File: src/rtl/store_unit.sv
`default_nettype none
// ============================================================================
//  Module   : store_unit
//  Purpose  : Formats stores (SB/SH/SW), traps misaligned or illegal ones,
//             buffers legal stores in a FIFO and issues them one at a time
//             over a req/gnt/ack data-memory write port.
//  Revision : 1.0 - initial release
// ============================================================================
module store_unit #(
    parameter int DEPTH = 2
) (
    input  logic        clk,
    input  logic        reset_n,
    input  logic        st_valid,
    output logic        st_ready,
    input  logic [2:0]  st_funct3,
    input  logic [31:0] st_addr,
    input  logic [31:0] st_data,
    output logic        mem_req,
    input  logic        mem_gnt,
    output logic [31:0] mem_addr,
    output logic [31:0] mem_wdata,
    output logic [3:0]  mem_be,
    input  logic        mem_ack,
    output logic        exc_valid,
    output logic [1:0]  exc_cause,
    output logic [31:0] exc_addr,
    output logic        busy
);

    typedef enum logic [1:0] {
        IDLE     = 2'd0,
        REQ      = 2'd1,
        WAIT_ACK = 2'd2
    } state_t;

    localparam int unsigned        c_ptr_w   = (DEPTH > 1) ? $clog2(DEPTH) : 1;
    localparam logic [c_ptr_w-1:0] c_ptr_one = c_ptr_w'(1);
    localparam logic [c_ptr_w:0]   c_cnt_one = (c_ptr_w + 1)'(1);
    localparam logic [c_ptr_w:0]   c_full    = (c_ptr_w + 1)'(DEPTH);

    state_t             r_state;
    state_t             w_state_next;
    logic [c_ptr_w-1:0] r_wr_ptr;
    logic [c_ptr_w-1:0] r_rd_ptr;
    logic [c_ptr_w:0]   r_count;

    logic [29:0]        r_fifo_addr  [DEPTH];
    logic [31:0]        r_fifo_wdata [DEPTH];
    logic [3:0]         r_fifo_be    [DEPTH];

    logic               r_exc_valid;
    logic [1:0]         r_exc_cause;
    logic [31:0]        r_exc_addr;

    logic [31:0]        w_wdata;
    logic [3:0]         w_be;
    logic               w_illegal;
    logic               w_misaligned;
    logic               w_accept;
    logic               w_push;
    logic               w_exc;
    logic               w_pop;
    logic               w_mem_req;

    // Accept-time formatting and fault classification
    always_comb begin
        w_wdata      = '0;
        w_be         = '0;
        w_illegal    = 1'b0;
        w_misaligned = 1'b0;
        case (st_funct3)
            3'b000: begin
                w_wdata = {4{st_data[7:0]}};
                w_be    = 4'b0001 << st_addr[1:0];
            end
            3'b001: begin
                w_wdata      = {2{st_data[15:0]}};
                w_be         = 4'b0011 << st_addr[1:0];
                w_misaligned = st_addr[0];
            end
            3'b010: begin
                w_wdata      = st_data;
                w_be         = 4'b1111;
                w_misaligned = |st_addr[1:0];
            end
            default: w_illegal = 1'b1;
        endcase
    end

    assign st_ready = (r_count != c_full);
    assign w_accept = st_valid && st_ready;
    assign w_push   = w_accept && !w_illegal && !w_misaligned;
    assign w_exc    = w_accept && (w_illegal || w_misaligned);

    always_ff @(posedge clk or negedge reset_n) begin
        if (!reset_n) begin
            r_wr_ptr <= '0;
            r_rd_ptr <= '0;
            r_count  <= '0;
        end else begin
            if (w_push) begin
                r_wr_ptr <= r_wr_ptr + c_ptr_one;
            end
            if (w_pop) begin
                r_rd_ptr <= r_rd_ptr + c_ptr_one;
            end
            case ({w_push, w_pop})
                2'b10:   r_count <= r_count + c_cnt_one;
                2'b01:   r_count <= r_count - c_cnt_one;
                default: r_count <= r_count;
            endcase
        end
    end

    // Payload storage needs no reset: occupancy alone qualifies it
    always_ff @(posedge clk) begin
        if (w_push) begin
            r_fifo_addr[r_wr_ptr]  <= st_addr[31:2];
            r_fifo_wdata[r_wr_ptr] <= w_wdata;
            r_fifo_be[r_wr_ptr]    <= w_be;
        end
    end

    always_ff @(posedge clk or negedge reset_n) begin
        if (!reset_n) begin
            r_state <= IDLE;
        end else begin
            r_state <= w_state_next;
        end
    end

    // A push seen in IDLE starts the request next cycle, giving one-cycle latency
    always_comb begin
        w_state_next = r_state;
        w_pop        = 1'b0;
        w_mem_req    = 1'b0;
        case (r_state)
            IDLE: begin
                if ((r_count != '0) || w_push) begin
                    w_state_next = REQ;
                end
            end
            REQ: begin
                w_mem_req = 1'b1;
                if (mem_gnt) begin
                    w_pop        = 1'b1;
                    w_state_next = WAIT_ACK;
                end
            end
            WAIT_ACK: begin
                if (mem_ack) begin
                    w_state_next = ((r_count != '0) || w_push) ? REQ : IDLE;
                end
            end
            default: w_state_next = IDLE;
        endcase
    end

    assign mem_req   = w_mem_req;
    assign mem_addr  = w_mem_req ? {r_fifo_addr[r_rd_ptr], 2'b00} : '0;
    assign mem_wdata = w_mem_req ? r_fifo_wdata[r_rd_ptr] : '0;
    assign mem_be    = w_mem_req ? r_fifo_be[r_rd_ptr] : '0;
    assign busy      = (r_count != '0) || (r_state != IDLE);

    always_ff @(posedge clk or negedge reset_n) begin
        if (!reset_n) begin
            r_exc_valid <= 1'b0;
            r_exc_cause <= '0;
            r_exc_addr  <= '0;
        end else begin
            r_exc_valid <= w_exc;
            if (w_exc) begin
                r_exc_cause <= w_illegal ? 2'b10 : 2'b01;
                r_exc_addr  <= st_addr;
            end
        end
    end

    assign exc_valid = r_exc_valid;
    assign exc_cause = r_exc_cause;
    assign exc_addr  = r_exc_addr;

endmodule
`default_nettype wire

File: config.mk
export PLATFORM = sky130hd
export DESIGN_NAME = store_unit
export DESIGN_NICKNAME = d
export VERILOG_FILES = /design/src/rtl/store_unit.sv
export SDC_FILE = /design/constraint.sdc
export NUM_CORES = 1
export LEC_CHECK = 0
export ABC_AREA = 1
export CAP_MARGIN = 10
export CORE_MARGIN = 2
export CORE_UTILIZATION = 46
export CTS_BUF_LIST = sky130_fd_sc_hd__clkbuf_8
export CTS_CLUSTER_DIAMETER = 80
export DETAILED_ROUTE_END_ITERATION = 8
export HOLD_SLACK_MARGIN = 0.12
export PLACE_DENSITY = 0.79
export SLEW_MARGIN = 40
export SYNTH_ARGS = -nofsm -noshare
export SYNTH_HDL_FRONTEND = slang
export SYNTH_SLANG_ARGS = --single-unit
File: constraint.sdc
create_clock -name clk -period 4.3 [get_ports clk]
set_clock_uncertainty 0.1 [all_clocks]
set_input_delay 0.86 -clock clk [delete_from_list [all_inputs] [get_ports clk]]
set_output_delay 0.86 -clock clk [all_outputs]
set_load 0.01 [all_outputs]
After elaboration in Yosys (flattened, before gate mapping):

Memory sizes are Yosys's and may differ from the RTL's.
Index checks and enable logic that the tools add are counted.

* register bits after elaboration: 41
* memory bits (writable): 132
* input port bits: 72
* memories: 3

* add/subtract/negate cells: 4
* equal/unequal tests: 10
* shifts and indexed selects: 2
* muxes and demuxes: 19
* reduce and logical (&&, ||, !) cells: 16

Memories
* r_fifo_wdata: words 2, bits a word 32, rd ports 1, clocked after memory_dff 0, wr ports 1, line 49 `logic [31:0] r_fifo_wdata [DEPTH];`
* r_fifo_addr: words 2, bits a word 30, rd ports 1, clocked after memory_dff 0, wr ports 1, line 48 `logic [29:0] r_fifo_addr [DEPTH];`
* r_fifo_be: words 2, bits a word 4, rd ports 1, clocked after memory_dff 0, wr ports 1, line 50 `logic [3:0] r_fifo_be [DEPTH];`

Operators by type and width (count)
* $pmux 32 s3: 1
* $mux 32: 2
* $pmux 4 s3: 1
* $mux 2: 4
* $ne 2x2->1 const B: 4
* $mux 1: 7
* $pmux 2 s3: 1
* $reduce_bool 2->1: 3
* $eq 2x1->1 const B: 2
* $eq 2x2->1 const B: 2
* $logic_and 1x1->1: 4
* $mux 4: 1
* $pmux 2 s2: 1
* $shl 1x2->4 const A: 1
* $shl 2x2->4 const A: 1
* $eq 3x1->1 const B: 1
* $eq 3x2->1 const B: 1
* $logic_not 3->1: 1
* $logic_or 1x1->1: 3
* $reduce_and 3->1: 1
* $reduce_or 3->1: 1
* $add 1x1->1 const B: 2
* $add 2x1->2 const B: 1
* $logic_not 2->1: 1
* other kinds (4): 4

Depth between registers and ports, before layout:

* word-level depth: 8
* mapped depth: 11

Least setup slack after synthesis:

OpenSTA, ideal clock, no wires.

* path type: input-to-reg
* from: in st_funct3[1]
* to: mem r_fifo_addr[0][0], enable pin
* setup time: 0.490 ns
* arrival time: 4.207 ns
* data required time: 3.710 ns
* path slack: -0.498 ns
* cell stages on the path: 5
* buffers on the path: 0
* cells stage by stage: a21oi_1 -> nand2_1 -> nor2_1 -> inv_1 -> nor2_1

* longest elaborated chain between the ends: 6
* elaborated cells between the ends (all ways): 10
* those cells by class: eq/ne: 2; mux: 3; reduce/logical: 5

Ends and longest elaborated chain
* start, declared: line 16 `input logic [2:0] st_funct3,`
* $eq 3x2->1 (tied with other cells): line 72 `case (st_funct3)`
* $pmux 1 s2 / $reduce_or 3->1 (equally long branches)
* $logic_not 1->1 / $logic_and 1x1->1 (equally long branches): line 93 `assign w_push = w_accept && !w_illegal && !w_misaligned;`
* $logic_and 1x1->1 (*): line 93
* $mux 1 (*): line 118 `if (w_push) begin`
* $mux 1 (implied by the code) (*): line 119 `r_fifo_addr[r_wr_ptr] <= st_addr[31:2];`
* end, declared: line 48

Every way passes the cells marked *; elsewhere a longest branch is shown, timed or not.

Final worst setup path:

* from: reg r_rd_ptr
* to: out mem_be[0]

* longest elaborated chain between the ends: 2

Ends and longest elaborated chain
* start, declared: line 45 `logic [c_ptr_w-1:0] r_rd_ptr;`
* start signal, assigned: line 106 `r_rd_ptr <= r_rd_ptr + c_ptr_one;`
* $mem_v2 2x4
* $mux 4: line 163 `assign mem_be = w_mem_req ? r_fifo_be[r_rd_ptr] : '0;`
* end, declared: line 23 `output logic [3:0] mem_be,`

No other way between the ends.

==> impl_metrics.py <==
metrics = {
    "clock_tree": {
        "cts_tree": "done",
        "cts-resized-gates": 0,
        "htree_num_levels": 4,
        "clk_path_buf_depth": 2,
        "post_cts_hold_buffers": 0,
        "clkLatencyLatePin_ns": 0.45,
        "cts.sink_count": 173,
        "cts_post_setup_buffers_inserted": 0,
        "cts_root_buffer": "sky130_fd_sc_hd__clkbuf_8",
        "number_of_buffers_inserted_during_clock_tree_synthesis": 17,
        "clk_transition_reported_paths_ns": 0.08,
    },
    "floorplan": {
        "placeableCoreArea_um2": 15030,
        "fp.dieH_um": 127.6,
        "design.die.area_um2": 16270,
        "ioPinCount": 178,
        "width_of_the_die_um": 127.6,
        "initial_core_utilization_pct": 46.72,
        "rows": 45,
    },
    "sta": {
        "period_minus_slack_ns": 3.405,
        "slew_violations": 0,
        "worst_pin_slew_ns": 0.7323,
        "worst_hold_check_slack_ns": 0.3013,
        "layout_setup_ws_ns": 0.8953,
        "report.final.setup_viol": 0,
        "worst_slew_margin_rel_pct": 51.18,
        "grt_setup_unrepaired": "no",
        "final_min_period_over_clock_period_pct": 79.18,
        "report.final.hold_viol_count": 0,
        "achievable-frequency_mhz": 293.7,
    },
    "yosys": {
        "synth_top_area_cell": "sky130_fd_sc_hd__edfxtp_1",
        "syn_inst": 640,
        "total_of_flip_flops_plus_latches_after_synthesis": 173,
        "ys_top_cells_by_area": "sky130_fd_sc_hd__edfxtp_1, sky130_fd_sc_hd__nand2_1, sky130_fd_sc_hd__dfrtp_1",
        "synth_cell_type_count": 27,
        "mean_cell_area_of_the_mapped_netlist_um2": 10.98,
        "post-synth-top-area-fraction_pct": 56.43,
        "yosys_warnings": 0,
        "synth_area_um2": 7024,
        "synth.yosys.seq_area_share_pct": 71.04,
    },
    "worst_hold_path": {
        "worst_hold_path_type": "input pin to async pin",
    },
    "routing": {
        "routed_via_density": 5.085,
        "route.antenna.remaining_nets": 0,
        "route.vias.total": 5141,
        "drt_iter0_drc": 426,
        "first_pass_iters": 5,
        "routed_wl_mm": 16.83,
        "drc": 0,
        "wl_per_cell_um": 16.64,
    },
    "final_layout": {
        "drive_gt1_share_pct": 5.711,
        "layout_commonest_cell": "sky130_fd_sc_hd__nand2_1",
        "final_nets": 883,
        "final_cell_mix": "sky130_fd_sc_hd__nand2_1, sky130_fd_sc_hd__clkdlybuf4s50_1, sky130_fd_sc_hd__edfxtp_1",
        "fill_cells": 1176,
        "area_delta_synth_final_pct": 31.87,
        "antenna_cells": 0,
    },
    "grt": {
        "antenna_found_initial": 0,
        "globalRouteTotalUtil_pct": 20.72,
        "grt-ovfl-total": 0,
        "grt_pass1_vias": 4893,
        "grt_start_max_net_pins": 68,
        "global_route_wire_length_before_repair_mm": 25.50,
    },
    "power": {
        "p_leak_nw": 3.712,
        "vdd_drop_max_mv": 0.6311,
        "powerDensity_nw_per_um2": 588.7,
        "power.total_mw": 5.453,
    },
    "placed_design": {
        "gpl.final_weighted_congestion": 0.8127,
        "number_of_buffers_added_on_ports": 175,
        "dp_hpwl_mm": 11.20,
        "place_worst_setup_slack_ns": 1.046,
    },
    "setup_path": {
        "timing.critical_path.arrival_ns": 2.44,
        "critical_path_peak_fanout": 67,
        "critical_path.endpoint_type": "primary output",
        "slack_of_the_worst_reg_to_reg_path_ns": 2.07,
        "classification_of_the_worst_setup_path": "register to primary output",
        "crit_path_start_kind": "register",
        "cp.required_ns": 3.34,
        "worstSetupStartpoint": "r_rd_ptr",
        "timing.rr.start": "r_count[0]",
    },
    "run_status": {
        "outcome": "finished clean",
    },
    "job": {
        "max_cap_viols": 0,
    },
}
## cell usage after synthesis, drive strengths merged
master / count
a31oi: 1
o211ai: 3
a22o: 8
ha: 1
a21boi: 1
o21bai: 1
nor2: 9
dfrtp: 41
buf: 19
inv: 29
xor2: 2
edfxtp: 132
clkbuf: 15
nand4: 1
o21a: 1
nand2: 284
a21oi: 69
nand3: 9
conb: 1
xnor2: 2
nand3b: 1
o21ai: 10
## cell type report
class / instances / area [um^2] / area share [%]
tap: 188 / 235.2 / 2.540
multi-input combinational: 405 / 1750 / 18.90
sequential: 173 / 4991 / 53.88
clock buffer: 21 / 289.0 / 3.120
timing repair buffer: 184 / 1829 / 19.75
inverter: 29 / 113.9 / 1.229
clock inverter: 11 / 53.80 / 0.5808
## metal layers
metal	wire (um)	GRT usage [%]	vias up
met5	0	0	-
met4	291	8.145	0
met3	877	3.685	21
met2	8685	35.01	200
met1	6973	26.80	2450
li1	-	-	2470
## cells by family after synthesis
group | after synthesis | share of synthesized area [%]
and+or+nand+nor | 304 | 16.57
buffers and inverters | 63 | 4.311
DFF | 173 | 71.04
xor gates and xnor gates | 4 | 0.4988
other | 1 | 0.05339
AOI/OAI and AO/OA | 94 | 7.357
adders and majority gates | 1 | 0.1781
## power by group
part	switching [mW]	total (mW)	internal (mW)
Sequential	0.132	2.23	2.10
Clock	0.523	0.969	0.446
Combinational	1.22	2.26	1.04
Total	1.87	5.45	3.58
## final timing paths
path / cells past startpoint / to
setup / recovery: 4 / mem_be[0]
hold / removal: 1 / exc_addr[19]
setup reg to reg: 7 / r_fifo_wdata[1][3]
hold reg to reg: 2 / exc_addr[5]
max in group asynchronous: 1 / r_rd_ptr
min in group clk: 2 / exc_addr[5]
## through the flow
step	TNS, ns	cell area, um^2	utilization [%]	instances
after floorplan	-65.69	7028	-	641
after global placement	0	8912	59.28	979
after detailed placement	0	8920	59.33	979
after CTS	0	9263	61.61	1011
after global routing	0	9263	61.61	1011
final	0	9263	61.61	1011
## state kept, by name, summed over array words and instances (netlist names)
name and cells:
exc_valid 1, exc_cause 2, r_count 2, r_state 2, r_wr_ptr 1, exc_addr 32
r_rd_ptr 1, r_fifo_addr 60, r_fifo_wdata 64, r_fifo_be 8
## worst max-delay path: stages (launching register included)
cell,delay [ns]
sky130_fd_sc_hd__dfrtp_2,0.39
sky130_fd_sc_hd__buf_4,0.60
sky130_fd_sc_hd__nand2_1,0.12
sky130_fd_sc_hd__a21oi_1,0.28
sky130_fd_sc_hd__clkdlybuf4s50_1,0.60
Power figures use the tool's default switching activity.
